==> config.mk <==
export PLATFORM = sky130hd
export DESIGN_NAME = c17_test_sequencer_flat
export DESIGN_NICKNAME = d
export VERILOG_FILES = /design/src/rtl/c17_test_sequencer_if.sv /design/src/rtl/c17_test_sequencer.sv /design/src/flat_wrapper.sv
export SDC_FILE = /design/constraint.sdc
export NUM_CORES = 1
export LEC_CHECK = 0
export CAP_MARGIN = 20
export CELL_PAD_IN_SITES_DETAIL_PLACEMENT = 2
export CELL_PAD_IN_SITES_GLOBAL_PLACEMENT = 2
export CORE_MARGIN = 2
export CORE_UTILIZATION = 33
export CTS_BUF_LIST = sky130_fd_sc_hd__clkbuf_4
export CTS_CLUSTER_DIAMETER = 100
export DETAILED_ROUTE_END_ITERATION = 8
export GPL_TIMING_DRIVEN = 1
export PLACE_DENSITY_LB_ADDON = 0.3
export SETUP_SLACK_MARGIN = 0.02
export SLEW_MARGIN = 10
export SYNTH_ARGS = -nofsm -noshare
export SYNTH_HDL_FRONTEND = slang
export SYNTH_SLANG_ARGS = --single-unit
==> constraint.sdc <==
create_clock -name clk -period 2.1 [get_ports clk]
set_input_delay 0.42 -clock clk [delete_from_list [all_inputs] [get_ports clk]]
set_output_delay 0.42 -clock clk [all_outputs]
set_load 0.1 [all_outputs]
==> src/rtl/c17_test_sequencer_if.sv <==
// Handshake and DUT-facing bus of the C17 exhaustive test sequencer.
// The master modport is the sequencer side. The slave modport is the environment side.
interface c17_test_sequencer_if;
  logic       start;
  logic       abort;
  logic [4:0] dut_in;
  logic [1:0] dut_out;
  logic       busy;
  logic       done;
  logic       pass;
  logic       aborted;
  logic [5:0] err_count;
  logic [4:0] first_fail_vec;
  logic       first_fail_valid;

  modport master (
    input  start, abort, dut_out,
    output dut_in, busy, done, pass, aborted, err_count, first_fail_vec, first_fail_valid
  );

  modport slave (
    output start, abort, dut_out,
    input  dut_in, busy, done, pass, aborted, err_count, first_fail_vec, first_fail_valid
  );
endinterface

==> src/rtl/c17_test_sequencer.sv <==
// Exhaustive tester for the ISCAS C17 circuit. It steps through all 32 input vectors,
// waits SETTLE_CYCLES cycles on each one and compares the response to an internal golden model.
module c17_test_sequencer #(
  parameter int unsigned SETTLE_CYCLES = 1
) (
  input  logic                  clk,
  input  logic                  rst_n,
  c17_test_sequencer_if.master  seqIf
);

  typedef enum logic [2:0] {IDLE, APPLY, SETTLE, CHECK, DONE} state_t;

  localparam logic [3:0] SETTLE_LAST = 4'(SETTLE_CYCLES - 1);

  state_t     state_q, state_d;
  logic [4:0] vec_q, vec_d;
  logic [3:0] settle_q, settle_d;
  logic [5:0] errCount_q, errCount_d;
  logic [4:0] firstFailVec_q, firstFailVec_d;
  logic       firstFailValid_q, firstFailValid_d;
  logic       pass_q, pass_d;
  logic       aborted_q, aborted_d;
  logic       inRun;
  logic       mismatch;

  // Reference C17 netlist as six NAND gates. Bit 0 is G6gat and bit 1 is G7gat.
  function automatic logic [1:0] golden(input logic [4:0] v);
    logic w1, w2, w3, w4;
    w1 = ~(v[4] & v[1]);
    w2 = ~(v[4] & v[0]);
    w3 = ~(w1 & v[3]);
    w4 = ~(w1 & v[2]);
    return {~(w4 & w3), ~(w2 & w3)};
  endfunction

  assign inRun    = (state_q == APPLY) || (state_q == SETTLE) || (state_q == CHECK);
  assign mismatch = (seqIf.dut_out != golden(vec_q));

  always_ff @(posedge clk or negedge rst_n) begin
    if (!rst_n) begin
      state_q          <= IDLE;
      vec_q            <= '0;
      settle_q         <= '0;
      errCount_q       <= '0;
      firstFailVec_q   <= '0;
      firstFailValid_q <= 1'b0;
      pass_q           <= 1'b0;
      aborted_q        <= 1'b0;
    end else begin
      state_q          <= state_d;
      vec_q            <= vec_d;
      settle_q         <= settle_d;
      errCount_q       <= errCount_d;
      firstFailVec_q   <= firstFailVec_d;
      firstFailValid_q <= firstFailValid_d;
      pass_q           <= pass_d;
      aborted_q        <= aborted_d;
    end
  end

  always_comb begin
    state_d = state_q;
    case (state_q)
      IDLE:    if (seqIf.start) state_d = APPLY;
      APPLY:   state_d = seqIf.abort ? IDLE : SETTLE;
      SETTLE:  begin
        if (seqIf.abort)                state_d = IDLE;
        else if (settle_q == SETTLE_LAST) state_d = CHECK;
      end
      CHECK:   begin
        if (seqIf.abort)        state_d = IDLE;
        else if (vec_q == 5'd31) state_d = DONE;
        else                    state_d = APPLY;
      end
      DONE:    state_d = IDLE;
      default: state_d = IDLE;
    endcase
  end

  // An abort takes priority over the comparison made in the same cycle, so that result is dropped.
  always_comb begin
    vec_d            = vec_q;
    settle_d         = settle_q;
    errCount_d       = errCount_q;
    firstFailVec_d   = firstFailVec_q;
    firstFailValid_d = firstFailValid_q;
    pass_d           = pass_q;
    aborted_d        = aborted_q;
    case (state_q)
      IDLE: begin
        if (seqIf.start) begin
          vec_d            = '0;
          errCount_d       = '0;
          firstFailVec_d   = '0;
          firstFailValid_d = 1'b0;
          pass_d           = 1'b0;
          aborted_d        = 1'b0;
        end
      end
      APPLY:  settle_d = '0;
      SETTLE: settle_d = settle_q + 4'd1;
      CHECK: begin
        if (!seqIf.abort) begin
          if (mismatch) begin
            if (errCount_q != 6'd32) errCount_d = errCount_q + 6'd1;
            if (!firstFailValid_q) begin
              firstFailVec_d   = vec_q;
              firstFailValid_d = 1'b1;
            end
          end
          if (vec_q != 5'd31) vec_d = vec_q + 5'd1;
        end
      end
      DONE:    pass_d = (errCount_q == 6'd0);
      default: ;
    endcase
    if (inRun && seqIf.abort) begin
      aborted_d = 1'b1;
      pass_d    = 1'b0;
    end
  end

  always_comb begin
    seqIf.busy   = 1'b0;
    seqIf.done   = 1'b0;
    seqIf.dut_in = '0;
    case (state_q)
      APPLY, SETTLE, CHECK: begin
        seqIf.busy   = 1'b1;
        seqIf.dut_in = vec_q;
      end
      DONE:    seqIf.done = 1'b1;
      default: ;
    endcase
  end

  assign seqIf.pass             = pass_q;
  assign seqIf.aborted          = aborted_q;
  assign seqIf.err_count        = errCount_q;
  assign seqIf.first_fail_vec   = firstFailVec_q;
  assign seqIf.first_fail_valid = firstFailValid_q;

endmodule

==> src/flat_wrapper.sv <==
// flat-port wrapper written by rule: the top's interface ports become plain ports
module c17_test_sequencer_flat 
#(
  parameter int unsigned SETTLE_CYCLES = 1
)
  (clk, rst_n, seqIf_start, seqIf_abort, seqIf_dut_out, seqIf_dut_in, seqIf_busy, seqIf_done, seqIf_pass, seqIf_aborted, seqIf_err_count, seqIf_first_fail_vec, seqIf_first_fail_valid);
  c17_test_sequencer_if seqIf_i ();
  input  logic clk;
  input  logic rst_n;
  input wire logic [$bits(seqIf_i.start)-1:0] seqIf_start;
  input wire logic [$bits(seqIf_i.abort)-1:0] seqIf_abort;
  input wire logic [$bits(seqIf_i.dut_out)-1:0] seqIf_dut_out;
  output wire logic [$bits(seqIf_i.dut_in)-1:0] seqIf_dut_in;
  output wire logic [$bits(seqIf_i.busy)-1:0] seqIf_busy;
  output wire logic [$bits(seqIf_i.done)-1:0] seqIf_done;
  output wire logic [$bits(seqIf_i.pass)-1:0] seqIf_pass;
  output wire logic [$bits(seqIf_i.aborted)-1:0] seqIf_aborted;
  output wire logic [$bits(seqIf_i.err_count)-1:0] seqIf_err_count;
  output wire logic [$bits(seqIf_i.first_fail_vec)-1:0] seqIf_first_fail_vec;
  output wire logic [$bits(seqIf_i.first_fail_valid)-1:0] seqIf_first_fail_valid;
  assign seqIf_i.start = seqIf_start;
  assign seqIf_i.abort = seqIf_abort;
  assign seqIf_i.dut_out = seqIf_dut_out;
  assign seqIf_dut_in = seqIf_i.dut_in;
  assign seqIf_busy = seqIf_i.busy;
  assign seqIf_done = seqIf_i.done;
  assign seqIf_pass = seqIf_i.pass;
  assign seqIf_aborted = seqIf_i.aborted;
  assign seqIf_err_count = seqIf_i.err_count;
  assign seqIf_first_fail_vec = seqIf_i.first_fail_vec;
  assign seqIf_first_fail_valid = seqIf_i.first_fail_valid;
  c17_test_sequencer #(.SETTLE_CYCLES(SETTLE_CYCLES)) u_core (.clk(clk), .rst_n(rst_n), .seqIf(seqIf_i));
endmodule
==> impl_metrics.json <==
{
  "maxSlewViolCount": 0,
  "slew_headroom": 0.698,
  "p_switching_w": 0.00107,
  "p_total_w": 0.00213,
  "synth_top_family_by_area": "simple AND/OR/NAND/NOR gates",
  "antenna_cells": 0,
  "synth_xor_area_frac": 0.0236,
  "syn_inst": 151,
  "fin_crit_sh": 0.921,
  "async_flop_share": 1.00,
  "synth_simple_gate_area_frac": 0.235,
  "multi_input_area_um2": 811,
  "crit_end": "seqIf_dut_in[2]",
  "yosysMostFrequentCell": "dfrtp_1",
  "p_leak_nw": 0.908,
  "ant_nets": 0,
  "numCtsBuffers": 3,
  "crit_arrival_ns": 1.51,
  "clkLatencyLatePin_ns": 0.33,
  "io_buffer_count": 26,
  "hold_ws_ns": 0.431,
  "worstPathMaxFanout": 14,
  "synth_compound_area_frac": 0.185,
  "clockRootBuffer": "clkbuf_4",
  "ys_top_cells_by_area": "dfrtp_1, ha_1, o21ai_0",
  "grt_antenna_before_repair": 0,
  "htree_levels": 1,
  "vdd_drop_max_uv": 918,
  "finalWirelength_um": 4470,
  "hold_path_class": "input port to async pin",
  "timing.rr.end": "u_core.vec_q[3]",
  "grt_pass1_vias": 1535,
  "synth_fa_ha_area_frac": 0.0505,
  "synth.top_cell.area_share": 0.438,
  "finalClockSkew_ns": 0.0101,
  "min_period_ns": 1.93,
  "synth_top_flop_cell": "dfrtp_1",
  "fill_cells": 471,
  "cts_tree": "yes",
  "initial_core_util": 0.341,
  "final_area_mm2": 0.00198,
  "vias_per_cell": 5.48,
  "overflow": 0,
  "max_freq_mhz": 517,
  "remaining_drc_errors": 0,
  "drt_iter0_markers": 54,
  "seq_power_share": 0.320,
  "ys.warnings.count": 0,
  "path_cells": "buf_4, nor2_4, and2_2, buf_12",
  "hold_violations": 0,
  "ctsHoldBuffers": 0,
  "muxShareOfSynthArea": 0.0295,
  "p_clk_frac": 0.109,
  "worstSetupEndpointType": "primary output",
  "cts_num_sinks": 26,
  "wl_per_cell_um": 18.5,
  "criticalPathCategory": "flop to primary output",
  "grt_use_total": 0.192,
  "die_area_mm2": 0.00506,
  "synth_area_per_cell_um2": 9.84,
  "ys_types": 40,
  "synth_nets": 163,
  "synth_edf_count": 0,
  "rr_worst_depth": 7,
  "yosysSeqAreaShare": 0.438,
  "clk_pin_slew_ns": 0.16,
  "rrSetupSlack_ns": 0.25,
  "synth_area_mm2": 0.00149,
  "layout-drive-gt1-share": 0.289,
  "hpwlAfterDp_um": 3350,
  "grt_max_degree": 27,
  "seqCellArea_um2": 652,
  "die_y_um": 71.1,
  "clockBufferDepth": 2,
  "synth_seq_cells": 26,
  "critPathLaunchType": "flop",
  "required_ns": 1.68,
  "synthTopCellsByCount": "dfrtp_1, nor2_1, nand2_1",
  "cpMaxStageDelayCell": "dfrtp_1",
  "status": "complete, no violations",
  "r2r-start": "u_core.vec_q[0]",
  "syn2layout_area_growth_pct": 33.2,
  "ios": 27,
  "yosysTopAreaCell": "dfrtp_1",
  "nNetsFinal": 203,
  "intPower_w": 0.00106,
  "p_sw_frac": 0.502,
  "placed_area_mm2": 0.00193,
  "die_w_um": 71.1,
  "setup_viol": 0,
  "first_pass_iters": 2,
  "num_vias": 1327,
  "maxCapViolations": 0,
  "placementRows": 24,
  "fp.coreArea_mm2": 0.00435,
  "grt_pass1_wl_um": 7650,
  "share_comb_of_total_power": 0.571,
  "critPathMaxStageDelay_ns": 0.41,
  "crit_path_start": "u_core.state_q[2]",
  "power_density_mw_per_mm2": 1080,
  "place_congestion": 0.716,
  "tightest_slew_ns": 0.446,
  "rsz0062_at_grt": "false"
}
## stage by stage
step	setup TNS (ns)	cells	util	setup WS [ns]
2_1_floorplan	-0.313	151	-	-0.104
3_3_place_gp	0	236	0.444	0.0812
3_5_place_dp	-0.00277	236	0.444	-0.00277
4_1_cts	0	242	0.454	0.0860
5_1_grt	0	242	0.455	0.0608
6_report	0	242	0.455	0.166
## kinds of logic after synthesis
logic type | after synthesis
AO/OA/AOI/OAI | 38
XOR/XNOR | 4
adder cells (fa/ha/maj) | 6
buffers and inverters | 13
flip-flops | 26
multiplexers | 4
AND/OR/NAND/NOR | 60
## power by group through the flow
| stage | registers (W) | logic, W | clock network, W |
|---|---|---|---|
| 4_1_cts | 0.000678 | 0.00122 | 0.000244 |
| 5_1_grt | 0.000699 | 0.00130 | 0.000267 |
| 3_5_place_dp | 0.000685 | 0.00117 | 0 |
| 6_report | 0.000683 | 0.00122 | 0.000232 |
| 2_1_floorplan | 0.000871 | 0.000593 | 0 |
| 3_3_place_gp | 0.000680 | 0.00111 | 0 |
## cell usage in the layout (no fill, tap or decap), drive strengths merged, types with 2 or more instances in the layout
cell	count
ha	6
nor4b	3
nand3b	6
nand2	11
inv	9
clkdlybuf4s50	5
o21ai	9
a21oi	7
mux2	3
nand3	3
a21boi	2
dfrtp	26
nor2	13
nand2b	2
o22ai	7
clkbuf	3
a22o	5
and2	7
nor2b	2
buf	34
xnor2	3
nor3	7
and3	3
## worst max-delay path, delay by kind of cell, from the launching register on
kind          cells  cell delay [ns]
simple gates      2             0.40
buf+inv           2             0.37
flops             1             0.41
## timing repair
| action | in CTS | in global routing |
|---|---|---|
| resized for setup | 1 | 1 |
| setup buffers | 2 | 0 |
| pin swaps | 1 | 0 |
| setup endpoints to repair | 4 | 4 |
## layer usage
metal / vias to the layer above / GRT usage / wire length [um]
li1: 622 / - / -
met1: 688 / 0.232 / 1850
met2: 15 / 0.362 / 2490
met3: 2 / 0.0370 / 110
met4: 0 / 0.0252 / 17
met5: - / 0 / 0
## area by class of cell
type                    instances  share of cell area
repair buffers                 39               0.198
flip-flops and latches         26               0.329
inverters                       9              0.0171
well taps                      52              0.0328
multi-input cells             112               0.409
clock inverters                 1             0.00190
clock buffers                   3              0.0114
## registers in the layout, indices dropped and copies added, names as in the netlist
register / count
u_core.vec_q: 5
u_core.seqIf.aborted: 1
u_core.seqIf.pass: 1
u_core.settle_q: 4
u_core.seqIf.err_count: 6
u_core.state_q: 3
u_core.seqIf.first_fail_vec: 5
u_core.seqIf.first_fail_valid: 1
## worst min-delay path by stage
stage,slack (ns),cells past startpoint,to,start
after floorplan,0.12,0,u_core.seqIf.aborted,rst_n
after global placement,0.49,1,u_core.seqIf.aborted,u_core.seqIf.aborted
after detailed placement,0.49,1,u_core.seqIf.aborted,u_core.seqIf.aborted
after CTS,0.44,2,u_core.seqIf.first_fail_vec[0],rst_n
after global routing,0.45,2,u_core.seqIf.first_fail_vec[0],rst_n
final,0.43,2,u_core.seqIf.first_fail_vec[0],rst_n
Note: power is estimated with default switching activity, not from simulation.
